## src/rtl/msrv32_trap_pkg.sv

```systemverilog
// Shared constants for the msrv32 machine-mode trap sequencer: FSM encodings,
// mcause codes and the SYSTEM-instruction fields used to spot ECALL/EBREAK/MRET.
package msrv32_trap_pkg;

    localparam logic [1:0] RESET       = 2'b00;
    localparam logic [1:0] OPERATING   = 2'b01;
    localparam logic [1:0] TRAP_TAKEN  = 2'b10;
    localparam logic [1:0] TRAP_RETURN = 2'b11;

    localparam logic [3:0] EXC_MISALIGNED_INSTR = 4'd0;
    localparam logic [3:0] EXC_ILLEGAL          = 4'd2;
    localparam logic [3:0] EXC_BREAKPOINT       = 4'd3;
    localparam logic [3:0] EXC_LOAD_MISALIGNED  = 4'd4;
    localparam logic [3:0] EXC_STORE_MISALIGNED = 4'd6;
    localparam logic [3:0] EXC_ECALL_M          = 4'd11;
    localparam logic [3:0] INT_MSI              = 4'd3;
    localparam logic [3:0] INT_MTI              = 4'd7;
    localparam logic [3:0] INT_MEI              = 4'd11;

    localparam logic [4:0] OPCODE_SYSTEM = 5'b11100;
    localparam logic [6:0] FUNCT7_MRET   = 7'b0011000;
    localparam logic [4:0] RS2_MRET      = 5'b00010;
    localparam logic [4:0] RS2_EBREAK    = 5'b00001;

    localparam logic [1:0] PC_BOOT  = 2'b00;
    localparam logic [1:0] PC_SEQ   = 2'b01;
    localparam logic [1:0] PC_MTVEC = 2'b10;
    localparam logic [1:0] PC_MEPC  = 2'b11;

    // PRIV-class SYSTEM instruction: funct3 zero with no register operands.
    function automatic logic is_system(input logic [4:0] opcode,
                                       input logic [2:0] funct3,
                                       input logic [4:0] rs1,
                                       input logic [4:0] rd);
        return (opcode == OPCODE_SYSTEM) && (funct3 == 3'b000) &&
               (rs1 == 5'd0) && (rd == 5'd0);
    endfunction

endpackage

```

## src/rtl/msrv32_trap_prio.sv

```systemverilog
// Combinational trap priority encoder: interrupts beat exceptions, and the
// winning source selects the mcause code reported on trap entry.
module msrv32_trap_prio
    import msrv32_trap_pkg::*;
(
    input  logic       sys,
    input  logic [6:0] funct7,
    input  logic [4:0] rs2_addr,
    input  logic       illegal_instr,
    input  logic       misaligned_load,
    input  logic       misaligned_store,
    input  logic       misaligned_instr,
    input  logic       mie,
    input  logic       meie,
    input  logic       mtie,
    input  logic       msie,
    input  logic       meip,
    input  logic       mtip,
    input  logic       msip,
    output logic       trap,
    output logic       i_or_e,
    output logic [3:0] cause
);

    logic ecall;
    logic ebreak;
    logic ext_irq;
    logic sw_irq;
    logic tmr_irq;
    logic exc;

    assign ecall   = sys && (funct7 == 7'd0) && (rs2_addr == 5'd0);
    assign ebreak  = sys && (funct7 == 7'd0) && (rs2_addr == RS2_EBREAK);
    assign ext_irq = mie && meie && meip;
    assign sw_irq  = mie && msie && msip;
    assign tmr_irq = mie && mtie && mtip;
    assign exc     = misaligned_instr | illegal_instr | ecall | ebreak |
                     misaligned_load | misaligned_store;

    assign trap = ext_irq | sw_irq | tmr_irq | exc;

    always_comb begin
        i_or_e = 1'b0;
        cause  = 4'd0;
        if (ext_irq) begin
            i_or_e = 1'b1;
            cause  = INT_MEI;
        end else if (sw_irq) begin
            i_or_e = 1'b1;
            cause  = INT_MSI;
        end else if (tmr_irq) begin
            i_or_e = 1'b1;
            cause  = INT_MTI;
        end else if (misaligned_instr) begin
            cause = EXC_MISALIGNED_INSTR;
        end else if (illegal_instr) begin
            cause = EXC_ILLEGAL;
        end else if (ebreak) begin
            cause = EXC_BREAKPOINT;
        end else if (ecall) begin
            cause = EXC_ECALL_M;
        end else if (misaligned_store) begin
            cause = EXC_STORE_MISALIGNED;
        end else if (misaligned_load) begin
            cause = EXC_LOAD_MISALIGNED;
        end
    end

endmodule

```

## src/rtl/msrv32_trap_ctrl.sv

```systemverilog
// Machine-mode trap sequencer: trap entry (EPC/cause capture, MIE clear,
// mtvec redirect) and MRET return (MIE restore, mepc redirect).
//
//   state       | meaning
//   RESET       | held in reset, PC from boot vector, pipeline flushed
//   OPERATING   | normal execution, traps and MRET accepted here only
//   TRAP_TAKEN  | one-cycle CSR capture strobes, redirect to mtvec
//   TRAP_RETURN | one-cycle MIE restore, redirect to mepc
module msrv32_trap_ctrl
    import msrv32_trap_pkg::*;
(
    input  logic       clk_in,
    input  logic       rst_n_in,
    input  logic [4:0] opcode_6_to_2_in,
    input  logic [2:0] funct3_in,
    input  logic [6:0] funct7_in,
    input  logic [4:0] rs1_addr_in,
    input  logic [4:0] rs2_addr_in,
    input  logic [4:0] rd_addr_in,
    input  logic       illegal_instr_in,
    input  logic       misaligned_load_in,
    input  logic       misaligned_store_in,
    input  logic       misaligned_instr_in,
    input  logic       mie_in,
    input  logic       meie_in,
    input  logic       mtie_in,
    input  logic       msie_in,
    input  logic       meip_in,
    input  logic       mtip_in,
    input  logic       msip_in,
    output logic       trap_taken_out,
    output logic       i_or_e_out,
    output logic [3:0] cause_out,
    output logic       set_epc_out,
    output logic       set_cause_out,
    output logic       mie_clear_out,
    output logic       mie_set_out,
    output logic [1:0] pc_src_out,
    output logic       flush_out,
    output logic       instret_inc_out
);

    logic [1:0] state;
    logic [1:0] state_nxt;
    logic       sys;
    logic       mret;
    logic       trap;
    logic       trap_i_or_e;
    logic [3:0] trap_cause;

    assign sys  = is_system(opcode_6_to_2_in, funct3_in, rs1_addr_in, rd_addr_in);
    assign mret = sys && (funct7_in == FUNCT7_MRET) && (rs2_addr_in == RS2_MRET);

    msrv32_trap_prio u_prio (
        .sys              (sys),
        .funct7           (funct7_in),
        .rs2_addr         (rs2_addr_in),
        .illegal_instr    (illegal_instr_in),
        .misaligned_load  (misaligned_load_in),
        .misaligned_store (misaligned_store_in),
        .misaligned_instr (misaligned_instr_in),
        .mie              (mie_in),
        .meie             (meie_in),
        .mtie             (mtie_in),
        .msie             (msie_in),
        .meip             (meip_in),
        .mtip             (mtip_in),
        .msip             (msip_in),
        .trap             (trap),
        .i_or_e           (trap_i_or_e),
        .cause            (trap_cause)
    );

    // Mealy so the decoder can kill a store in the same cycle the trap is seen.
    assign trap_taken_out = (state == OPERATING) && trap;

    always_comb begin
        state_nxt = state;
        case (state)
            RESET:       state_nxt = OPERATING;
            OPERATING: begin
                if (trap)
                    state_nxt = TRAP_TAKEN;
                else if (mret)
                    state_nxt = TRAP_RETURN;
            end
            TRAP_TAKEN:  state_nxt = OPERATING;
            TRAP_RETURN: state_nxt = OPERATING;
            default:     state_nxt = RESET;
        endcase
    end

    always_ff @(posedge clk_in or negedge rst_n_in) begin
        if (!rst_n_in) begin
            state      <= RESET;
            cause_out  <= 4'd0;
            i_or_e_out <= 1'b0;
        end else begin
            state <= state_nxt;
            if (trap_taken_out) begin
                cause_out  <= trap_cause;
                i_or_e_out <= trap_i_or_e;
            end
        end
    end

    always_comb begin
        set_epc_out     = 1'b0;
        set_cause_out   = 1'b0;
        mie_clear_out   = 1'b0;
        mie_set_out     = 1'b0;
        pc_src_out      = PC_BOOT;
        flush_out       = 1'b1;
        instret_inc_out = 1'b0;
        case (state)
            OPERATING: begin
                pc_src_out      = PC_SEQ;
                flush_out       = 1'b0;
                instret_inc_out = ~trap;
            end
            TRAP_TAKEN: begin
                set_epc_out   = 1'b1;
                set_cause_out = 1'b1;
                mie_clear_out = 1'b1;
                pc_src_out    = PC_MTVEC;
            end
            TRAP_RETURN: begin
                mie_set_out = 1'b1;
                pc_src_out  = PC_MEPC;
            end
            default: ;
        endcase
    end

endmodule

```

## config.mk

```make
export PLATFORM = sky130hd
export DESIGN_NAME = msrv32_trap_ctrl
export DESIGN_NICKNAME = d
export VERILOG_FILES = /design/src/rtl/msrv32_trap_pkg.sv /design/src/rtl/msrv32_trap_prio.sv /design/src/rtl/msrv32_trap_ctrl.sv
export SDC_FILE = /design/constraint.sdc
export NUM_CORES = 1
export LEC_CHECK = 0
export CORE_MARGIN = 2
export CORE_UTILIZATION = 27
export DETAILED_ROUTE_END_ITERATION = 6
export PLACE_DENSITY = 0.76
export SLEW_MARGIN = 20
export SYNTH_ARGS = -nofsm -noshare
export SYNTH_HDL_FRONTEND = slang
export SYNTH_SLANG_ARGS = --single-unit
```

## constraint.sdc

```tcl
create_clock -name clk_in -period 3.4 [get_ports clk_in]
set_input_delay 0.68 -clock clk_in [delete_from_list [all_inputs] [get_ports clk_in]]
set_output_delay 0.68 -clock clk_in [all_outputs]
set_load 0.01 [all_outputs]
```

==> results of run 1 <==
## cell usage in the layout (no fill, tap or decap)
master	instances
a21o_2	1
a21oi_1	1
a22o_2	1
a22oi_1	2
a41o_1	1
and2_1	1
and3_1	2
buf_4	3
clkbuf_1	1
clkbuf_2	2
clkbuf_4	3
clkdlybuf4s50_1	54
dfrtp_1	7
inv_1	1
mux2_1	2
mux2_4	2
nand2b_1	1
nand3_1	2
nand4_1	3
nand4b_1	1
nor2_1	6
nor2b_1	2
nor3_1	1
nor4_1	5
nor4b_1	1
o21ai_0	2
o41ai_1	1
or2_2	1
or3_1	1
or3_4	1
or4_1	2
## layout make-up
cell class / instances / area [µm²]
clock buffers: 4 / 26.3
inverters: 1 / 3.75
fillers: 163 / 653
repair buffers: 59 / 573
multi-input cells: 43 / 302
flip-flops and latches: 7 / 175
well taps: 25 / 31.3
## routing by layer
layer	share of wire	vias to the layer above	global-route usage
li1	-	332	-
met1	0.39	286	0.195
met2	0.52	36	0.227
met3	0.068	2	0.0151
met4	0.018	0	0.130
met5	0	-	0
## state kept, by name, indices dropped and copies added (netlist names)
| name | count |
|---|---|
| i_or_e_out | 1 |
| cause_out | 4 |
| state | 2 |
## metrics by stage
step	TNS (ps)	utilization	cell area (µm²)	std cells	setup WS [ps]
after floorplan	0	-	514	57	466
after global placement	-405	0.618	1090	135	-222
after detailed placement	-470	0.618	1090	135	-247
after CTS	0	0.632	1110	139	19.6
after global routing	0	0.630	1110	139	54.6
final	0	0.630	1110	139	137
## what timing repair did
item,CTS,global route
gates resized for setup,3,4
endpoints found under the setup margin,2,2
hold buffers,0,0
endpoints found under the hold margin,0,0
## worst max-delay path, stage by stage
cell and delay (ps):
clkdlybuf4s50_1 390, or3_1 380, or4_1 400, or3_4 340, buf_4 160, nand4_1 70, nor2_1 50, clkbuf_2 130
## cells by family (layout without fill, tap and decap cells)
family / after synthesis / in the layout / share of synthesized area
AND/OR/NAND/NOR: 30 / 30 / 0.343
AO/OA/AOI/OAI: 9 / 9 / 0.131
flip-flops: 7 / 7 / 0.341
buffers and inverters: 7 / 64 / 0.0827
multiplexers: 4 / 4 / 0.102
## worst max-delay path by stage
| stage | start | endpoint | slack, ps | cells past startpoint |
|---|---|---|---|---|
| after floorplan | funct7_in[0] | trap_taken_out | 470 | 7 |
| after global placement | funct7_in[0] | trap_taken_out | -220 | 7 |
| after detailed placement | funct7_in[0] | trap_taken_out | -250 | 7 |
| after CTS | funct7_in[0] | trap_taken_out | 20 | 7 |
| after global routing | funct7_in[0] | instret_inc_out | 50 | 8 |
| final | funct7_in[0] | instret_inc_out | 140 | 8 |
## report_power, final
part	total (µW)	switching (µW)	internal (µW)	leakage, µW
sequential	91.6	2.84	88.8	0.0000869
clock	73.9	29.2	44.7	0.0000150
combinational	88.5	24.4	64.1	0.000340
total	254	56.4	198	0.000442
==> impl_metrics.env, run 1 <==
export IMPL_grt_pass1_vias=609
export IMPL_status="completed"
export IMPL_syn_avg_cell_area_um2=9.02
export IMPL_setup_violations=0
export IMPL_routed_via_count=656
export IMPL_die_h_um=47.6
export IMPL_power_density_nw_per_um2=229
export IMPL_synth_largest_area_cell="dfrtp_1"
export IMPL_grt_pass1_wl_mm=2.40
export IMPL_worstSkewPairLatency_ps=250
export IMPL_cap_violations=0
export IMPL_pin_count=57
export IMPL_die_area_um2=2270
export IMPL_cp_arrival_ps=2580
export IMPL_die_w_um=47.6
export IMPL_holdPathStages=1
export IMPL_critPathMaxFanout=5
export IMPL_synth_most_common_cell="dfrtp_1"
export IMPL_drt_iter0_markers=5
export IMPL_fin_crit_sh=0.960
export IMPL_port_buffers=56
export IMPL_diodes=0
export IMPL_postCtsSetupRepairBufs=0
export IMPL_coreArea_um2=1760
export IMPL_regToRegEndpoint="cause_out[3]"
export IMPL_synth_top_area_frac=0.341
export IMPL_worst_pin_slew_ps=306
export IMPL_hp_start="cause_out[0]"
export IMPL_required_ps=2720
export IMPL_cts_sinks=7
export IMPL_synthFlopType="dfrtp_1"
export IMPL_antenna_found_initial=0
export IMPL_fmax_ghz=0.306
export IMPL_synth_area_leaders="dfrtp_1 34%, nor4_1 6.1%, mux2_4 5.8%"
export IMPL_drc=0
export IMPL_syn_to_final_growth_pct=116
export IMPL_cts_tree="built"
export IMPL_slew_headroom=0.793
export IMPL_wl_mm=1.49
export IMPL_critPathKind="in -> out"
export IMPL_fin_worst_skew_ps=1.30
export IMPL_gp_congestion=0.706
export IMPL_syn_inst=57
export IMPL_first_pass_iters=2
export IMPL_syn_nets=100
export IMPL_synthArstFlopShare=1.00
export IMPL_cts_made_buffers=3
export IMPL_synth_warnings=0
export IMPL_yosys_top_cells_count="7 x dfrtp_1, 6 x nor2_1, 5 x nor4_1"
export IMPL_final_max_slew_violation_count=0
export IMPL_timing_rr_start="state[1]"
export IMPL_nets=158
export IMPL_hold_end="cause_out[0]"
export IMPL_synth_cell_types=29
export IMPL_reg2regPathDepth=4
export IMPL_grt_usage=0.152
export IMPL_layout_drive_gt1_share=0.123
export IMPL_syn_area_um2=514
export IMPL_routed_via_density=4.72
export IMPL_crit_path_start_kind="primary input"
export IMPL_p_leak_uw=0.000442
export IMPL_htree_levels=1
export IMPL_hold_viol=0
export IMPL_ant_nets=0
export IMPL_min_path_type="reg -> reg"
export IMPL_clk_pin_slew_ps=50
export IMPL_synth_edf_count=0
export IMPL_grt_start_max_net_pins=8
export IMPL_synth_seq_cells=7
export IMPL_end_kind="primary output"
export IMPL_ys_seq_area_frac=0.341
export IMPL_max_clock_path_buffers=2
export IMPL_rsz0062_at_grt="false"
export IMPL_rows=15
export IMPL_grt_overflow=0
export IMPL_cts_root_buf="clkbuf_4"
export IMPL_ir_worst_vdd_v=0.0000991
export IMPL_wl_per_cell_um=10.7
export IMPL_initial_utilization=0.291
export IMPL_ff2ff_setup_slack_ps=1960
export IMPL_hold_slack_ps=488
export IMPL_post_route_min_period_ps=3260
export IMPL_p_total_uw=254
No activity file was read; power rests on OpenSTA's default activity.
==> inputs of run 2 (changes only) <==
--- a/config.mk
+++ b/config.mk
@@ -9,7 +9,9 @@
 export CORE_UTILIZATION = 27
 export DETAILED_ROUTE_END_ITERATION = 6
 export PLACE_DENSITY = 0.76
-export SLEW_MARGIN = 20
+export SKIP_CTS_REPAIR_TIMING = 1
+export SLEW_MARGIN = 10
 export SYNTH_ARGS = -nofsm -noshare
 export SYNTH_HDL_FRONTEND = slang
 export SYNTH_SLANG_ARGS = --single-unit
+export TNS_END_PERCENT = 10
==> run 2 against run 1 <==
Non-clock buffer count did not move. Critical path type unchanged. Global-route usage did not move. Design area up 1.4%. Count of clock-buffer cells in the layout unchanged. Clock power is essentially flat. Cell count unchanged. Largest cell class unchanged. Sequential power is essentially flat. Die area did not move. Via count grew 0.61%. Register-to-register slack is essentially flat. Setup slack got worse by 40 ps. Maximum frequency is 1.2% lower.
==> impl_metrics.env, run 2 (synthesis gave the netlist of run 1 again) <==
export IMPL_critPathMaxFanout=5
export IMPL_worstSkewPairLatency_ps=250
export IMPL_cts_sinks=7
export IMPL_placed_cell_area_um2=1090
export IMPL_multiInputGateArea_um2=302
export IMPL_cp_arrival_ps=2620
export IMPL_largest_register_ffs=4
export IMPL_required_ps=2720
export IMPL_seqCellArea_um2=175
export IMPL_critPathKind="in -> out"
export IMPL_coreArea_um2=1760
export IMPL_die_w_um=47.6
export IMPL_die_h_um=47.6
export IMPL_reg2regPathDepth=4
export IMPL_fin_worst_skew_ps=1.30
export IMPL_p_clk_frac=0.291
export IMPL_wl_per_cell_um=10.7
export IMPL_cts_tree="built"
export IMPL_setup_violations=0
export IMPL_final_max_slew_violation_count=0
export IMPL_power_density_nw_per_um2=226
export IMPL_p_int_uw=198
export IMPL_clk_pin_slew_ps=50
export IMPL_initial_utilization=0.291
export IMPL_worst_pin_slew_ps=305
export IMPL_min_path_type="reg -> reg"
export IMPL_cts_made_buffers=3
export IMPL_final_cells=139
export IMPL_p_total_uw=254
export IMPL_drt_iter0_markers=6
export IMPL_mostFrequentLayoutCells="54 x clkdlybuf4s50_1, 7 x dfrtp_1, 6 x nor2_1"
export IMPL_routed_via_density=4.75
export IMPL_p_seq_frac=0.360
export IMPL_die_area_um2=2270
export IMPL_rsz0062_at_grt="false"
export IMPL_grt_pass1_wl_mm=2.40
export IMPL_layout_drive_gt1_share=0.105
export IMPL_pin_count=57
export IMPL_gp_congestion=0.706
export IMPL_syn_to_final_growth_pct=119
export IMPL_hold_viol=0
export IMPL_port_buffers=56
export IMPL_reg_largest_list="cause_out: 4 flops, state: 2 flops, i_or_e_out: 1 flops"
export IMPL_grt_pass1_vias=609
export IMPL_diodes=0
export IMPL_fin_setup_tns_ps=0
export IMPL_post_route_cell_area_um2=1130
export IMPL_first_pass_iters=2
export IMPL_holdPathStages=1
export IMPL_dp_cells=135
export IMPL_drc=0
export IMPL_antenna_found_initial=0
export IMPL_max_clock_path_buffers=2
export IMPL_final_fill_count=158
export IMPL_top_register="cause_out"
export IMPL_grt_start_max_net_pins=8
export IMPL_grt_overflow=0
export IMPL_status="completed"
export IMPL_pwr_share_comb=0.349
export IMPL_cap_violations=0
export IMPL_post_route_min_period_ps=3300
export IMPL_wl_mm=1.48
export IMPL_htree_levels=1
export IMPL_fmax_ghz=0.303
export IMPL_p_switching_uw=56.3
export IMPL_nets=158
export IMPL_p_leak_uw=0.000460
export IMPL_grt_usage=0.152
export IMPL_slew_headroom=0.794
export IMPL_swShare=0.222
export IMPL_ant_nets=0
export IMPL_cts_root_buf="clkbuf_4"
export IMPL_ir_worst_vdd_v=0.0000990
export IMPL_end_kind="primary output"
export IMPL_crit_path_start_kind="primary input"
export IMPL_final_common_cell="clkdlybuf4s50_1"
export IMPL_rows=15
export IMPL_fin_crit_sh=0.972
export IMPL_routed_via_count=660
[run 2: metal layers]
layer,track usage,part of all wire,vias up
met3,0.0151,0.069,4
met1,0.195,0.39,286
met4,0.130,0.026,0
met2,0.227,0.51,38
met5,0,0,-
li1,-,-,332
[run 2: critical path, stage by stage]
cell	delay, ps
clkdlybuf4s50_1	390
or3_1	380
or4_1	400
or3_4	340
buf_4	160
nand4_1	70
nor2_1	40
dlymetal6s2s_1	180
[run 2: power by group through the flow]
stage / sequential, µW / combinational (µW) / clock (µW)
detailed placement: 93.2 / 89.7 / 0
global route: 92.4 / 96.6 / 79.1
finish: 91.6 / 88.8 / 73.9
floorplan: 95.3 / 20.2 / 0
global placement: 93.0 / 88.1 / 0
CTS: 91.8 / 89.9 / 77.0
[run 2: area by class of cell]
cell class              instances  area share
repair buffers                 59       0.522
multi-input cells              43       0.268
flip-flops and latches          7       0.156
well taps                      25      0.0278
clock buffers                   4      0.0233
inverters                       1     0.00333
[run 2: metrics by stage]
step / utilization / hold WS, ps / setup slack, ps
2_1_floorplan: - / 384 / 466
3_3_place_gp: 0.618 / 481 / -222
3_5_place_dp: 0.618 / 484 / -247
4_1_cts: 0.633 / 495 / -250
5_1_grt: 0.638 / 517 / 14.0
6_report: 0.638 / 488 / 96.8
[run 2: path summary, 6_finish.rpt]
| check | to | slack, ps | from |
|---|---|---|---|
| worst min register to register | cause_out[0] | 490 | cause_out[0] |
| worst min-delay path | cause_out[0] | 490 | cause_out[0] |
| worst max-delay path | instret_inc_out | 100 | funct7_in[0] |
| min in group asynchronous | cause_out[3] | 680 | rst_n_in |
| max in group asynchronous | state[0] | 2490 | rst_n_in |
| worst max register to register | cause_out[3] | 1960 | state[1] |
==> inputs of run 3 (changes only) <==
--- a/config.mk
+++ b/config.mk
@@ -6,9 +6,10 @@
 export NUM_CORES = 1
 export LEC_CHECK = 0
 export CORE_MARGIN = 2
-export CORE_UTILIZATION = 27
+export CORE_UTILIZATION = 29
 export DETAILED_ROUTE_END_ITERATION = 6
-export PLACE_DENSITY = 0.76
+export HOLD_SLACK_MARGIN = 0.12
+export PLACE_DENSITY = 0.81
 export SKIP_CTS_REPAIR_TIMING = 1
 export SLEW_MARGIN = 10
 export SYNTH_ARGS = -nofsm -noshare
==> constraint.sdc (replaced) <==
create_clock -name clk_in -period 4.1 [get_ports clk_in]
set_input_delay 0.82 -clock clk_in [delete_from_list [all_inputs] [get_ports clk_in]]
set_output_delay 0.82 -clock clk_in [all_outputs]
set_load 0.01 [all_outputs]
==> run 3 against run 2 <==
Sequential cell count is the same. Die area shrank 6.3%. Design area shrank 2.4%. Global-route usage grew 1.8 points. Via count grew 1.5%. Combinational power shrank 17%. Total power shrank 17%. Cell count shrank 6.5%. Hold slack lost 2.8 ps.
==> impl_metrics.env, run 3 (synthesis gave the netlist of run 1 again) <==
export IMPL_status="completed"
export IMPL_rsz0062_at_grt="false"
export IMPL_grt_overflow=0
export IMPL_grt_usage=0.170
export IMPL_cts_sinks=7
export IMPL_wl_per_cell_um=12.1
export IMPL_grt_pass1_wl_mm=2.57
export IMPL_slew_headroom=0.785
export IMPL_final_common_cell="clkdlybuf4s50_1"
export IMPL_wl_mm=1.58
export IMPL_ir_worst_vdd_v=0.0000743
export IMPL_fmax_ghz=0.254
export IMPL_final_max_slew_violation_count=0
export IMPL_cts_root_buf="clkbuf_4"
export IMPL_nets=157
export IMPL_layout_drive_gt1_share=0.0885
export IMPL_grt_start_max_net_pins=8
export IMPL_fin_crit_sh=0.960
export IMPL_hpwlAfterDp_mm=1.46
export IMPL_fin_setup_tns_ps=0
export IMPL_p_total_uw=210
export IMPL_crit_path_start_kind="primary input"
export IMPL_critPathMaxFanout=2
export IMPL_hold_viol=0
export IMPL_critPathKind="in -> out"
export IMPL_routed_via_density=5.15
export IMPL_port_buffers=56
export IMPL_worstSkewPairLatency_ps=240
export IMPL_setup_violations=0
export IMPL_pin_count=57
export IMPL_cts_tree="built"
export IMPL_grt_pass1_vias=642
export IMPL_rows=15
export IMPL_die_h_um=46.1
export IMPL_die_area_um2=2130
export IMPL_cts_made_buffers=3
export IMPL_initial_utilization=0.304
export IMPL_coreArea_um2=1690
export IMPL_reg2regPathDepth=3
export IMPL_top_register="cause_out"
export IMPL_ant_nets=0
export IMPL_max_clock_path_buffers=2
export IMPL_worst_pin_slew_ps=321
export IMPL_die_w_um=46.1
export IMPL_gp_congestion=0.796
export IMPL_p_leak_uw=0.000436
export IMPL_syn_to_final_growth_pct=114
export IMPL_regToRegEndpoint="state[1]"
export IMPL_drt_iter0_markers=4
export IMPL_mostFrequentLayoutCells="56 x clkdlybuf4s50_1, 7 x dfrtp_1, 6 x nor2_1"
export IMPL_timing_rr_start="state[1]"
export IMPL_htree_levels=1
export IMPL_fin_worst_skew_ps=7.67
export IMPL_min_path_type="reg -> reg"
export IMPL_required_ps=3280
export IMPL_holdPathStages=1
export IMPL_post_route_min_period_ps=3930
export IMPL_clk_pin_slew_ps=50
export IMPL_drc=0
export IMPL_largest_register_ffs=4
export IMPL_first_pass_iters=4
export IMPL_antenna_found_initial=0
export IMPL_power_density_nw_per_um2=191
export IMPL_ff2ff_setup_slack_ps=2640
export IMPL_cap_violations=0
export IMPL_routed_via_count=670
export IMPL_end_kind="primary output"
export IMPL_reg_largest_list="cause_out: 4 flops, state: 2 flops, i_or_e_out: 1 flops"
export IMPL_hp_start="i_or_e_out"
export IMPL_diodes=0
export IMPL_cp_arrival_ps=3110
export IMPL_hold_end="i_or_e_out"
## run 3: cell count changes in the layout (fill, tap and decap cells not counted), sizes merged
cell,previous run,this run
clkdlybuf4s50,54,56
dlymetal6s2s,2,0
buf,3,2
## run 3: how the worst max path moves through the flow
stage	start	endpoint	slack, ps	cells past startpoint
5_1_grt	funct7_in[0]	trap_taken_out	50	7
3_5_place_dp	funct7_in[0]	trap_taken_out	160	7
3_3_place_gp	funct7_in[0]	trap_taken_out	210	7
2_1_floorplan	funct7_in[0]	trap_taken_out	890	7
6_report	funct7_in[0]	trap_taken_out	170	7
4_1_cts	funct7_in[0]	trap_taken_out	160	7
## run 3: critical path, cell delays in order
cell             delay (ps)
clkdlybuf4s50_1         390
or3_1                   380
or4_1                   390
or3_1                   350
a41o_1                  210
inv_1                    50
clkdlybuf4s50_1         530
## run 3: cell type report
type,instances,area (µm²)
Tap cell,17,21.3
Inverter,1,3.75
Fill cell,161,591
Clock buffer,4,26.3
Timing Repair Buffer,58,576
Multi-Input combinational cell,43,297
Sequential cell,7,175
## run 3: where the power goes
group	total (µW)	switching, µW	internal (µW)
Sequential	76.3	2.62	73.6
Clock	60.3	23.3	37.0
Combinational	73.8	20.5	53.3
## run 3: routing by layer
| metal | wire (µm) | track usage |
|---|---|---|
| met1 | 611 | 0.198 |
| met2 | 851 | 0.294 |
| met3 | 99 | 0.0275 |
| met4 | 17 | 0.0914 |
| met5 | 0 | 0 |
## run 3: stage by stage
step	util	cell area, µm²	cells	hold WS (ps)	setup slack, ps
6_report	0.650	1100	130	485	166
5_1_grt	0.650	1100	130	507	52.0
4_1_cts	0.650	1100	130	488	159
3_5_place_dp	0.635	1070	126	479	160
3_3_place_gp	0.635	1070	126	472	208
2_1_floorplan	-	514	57	524	886
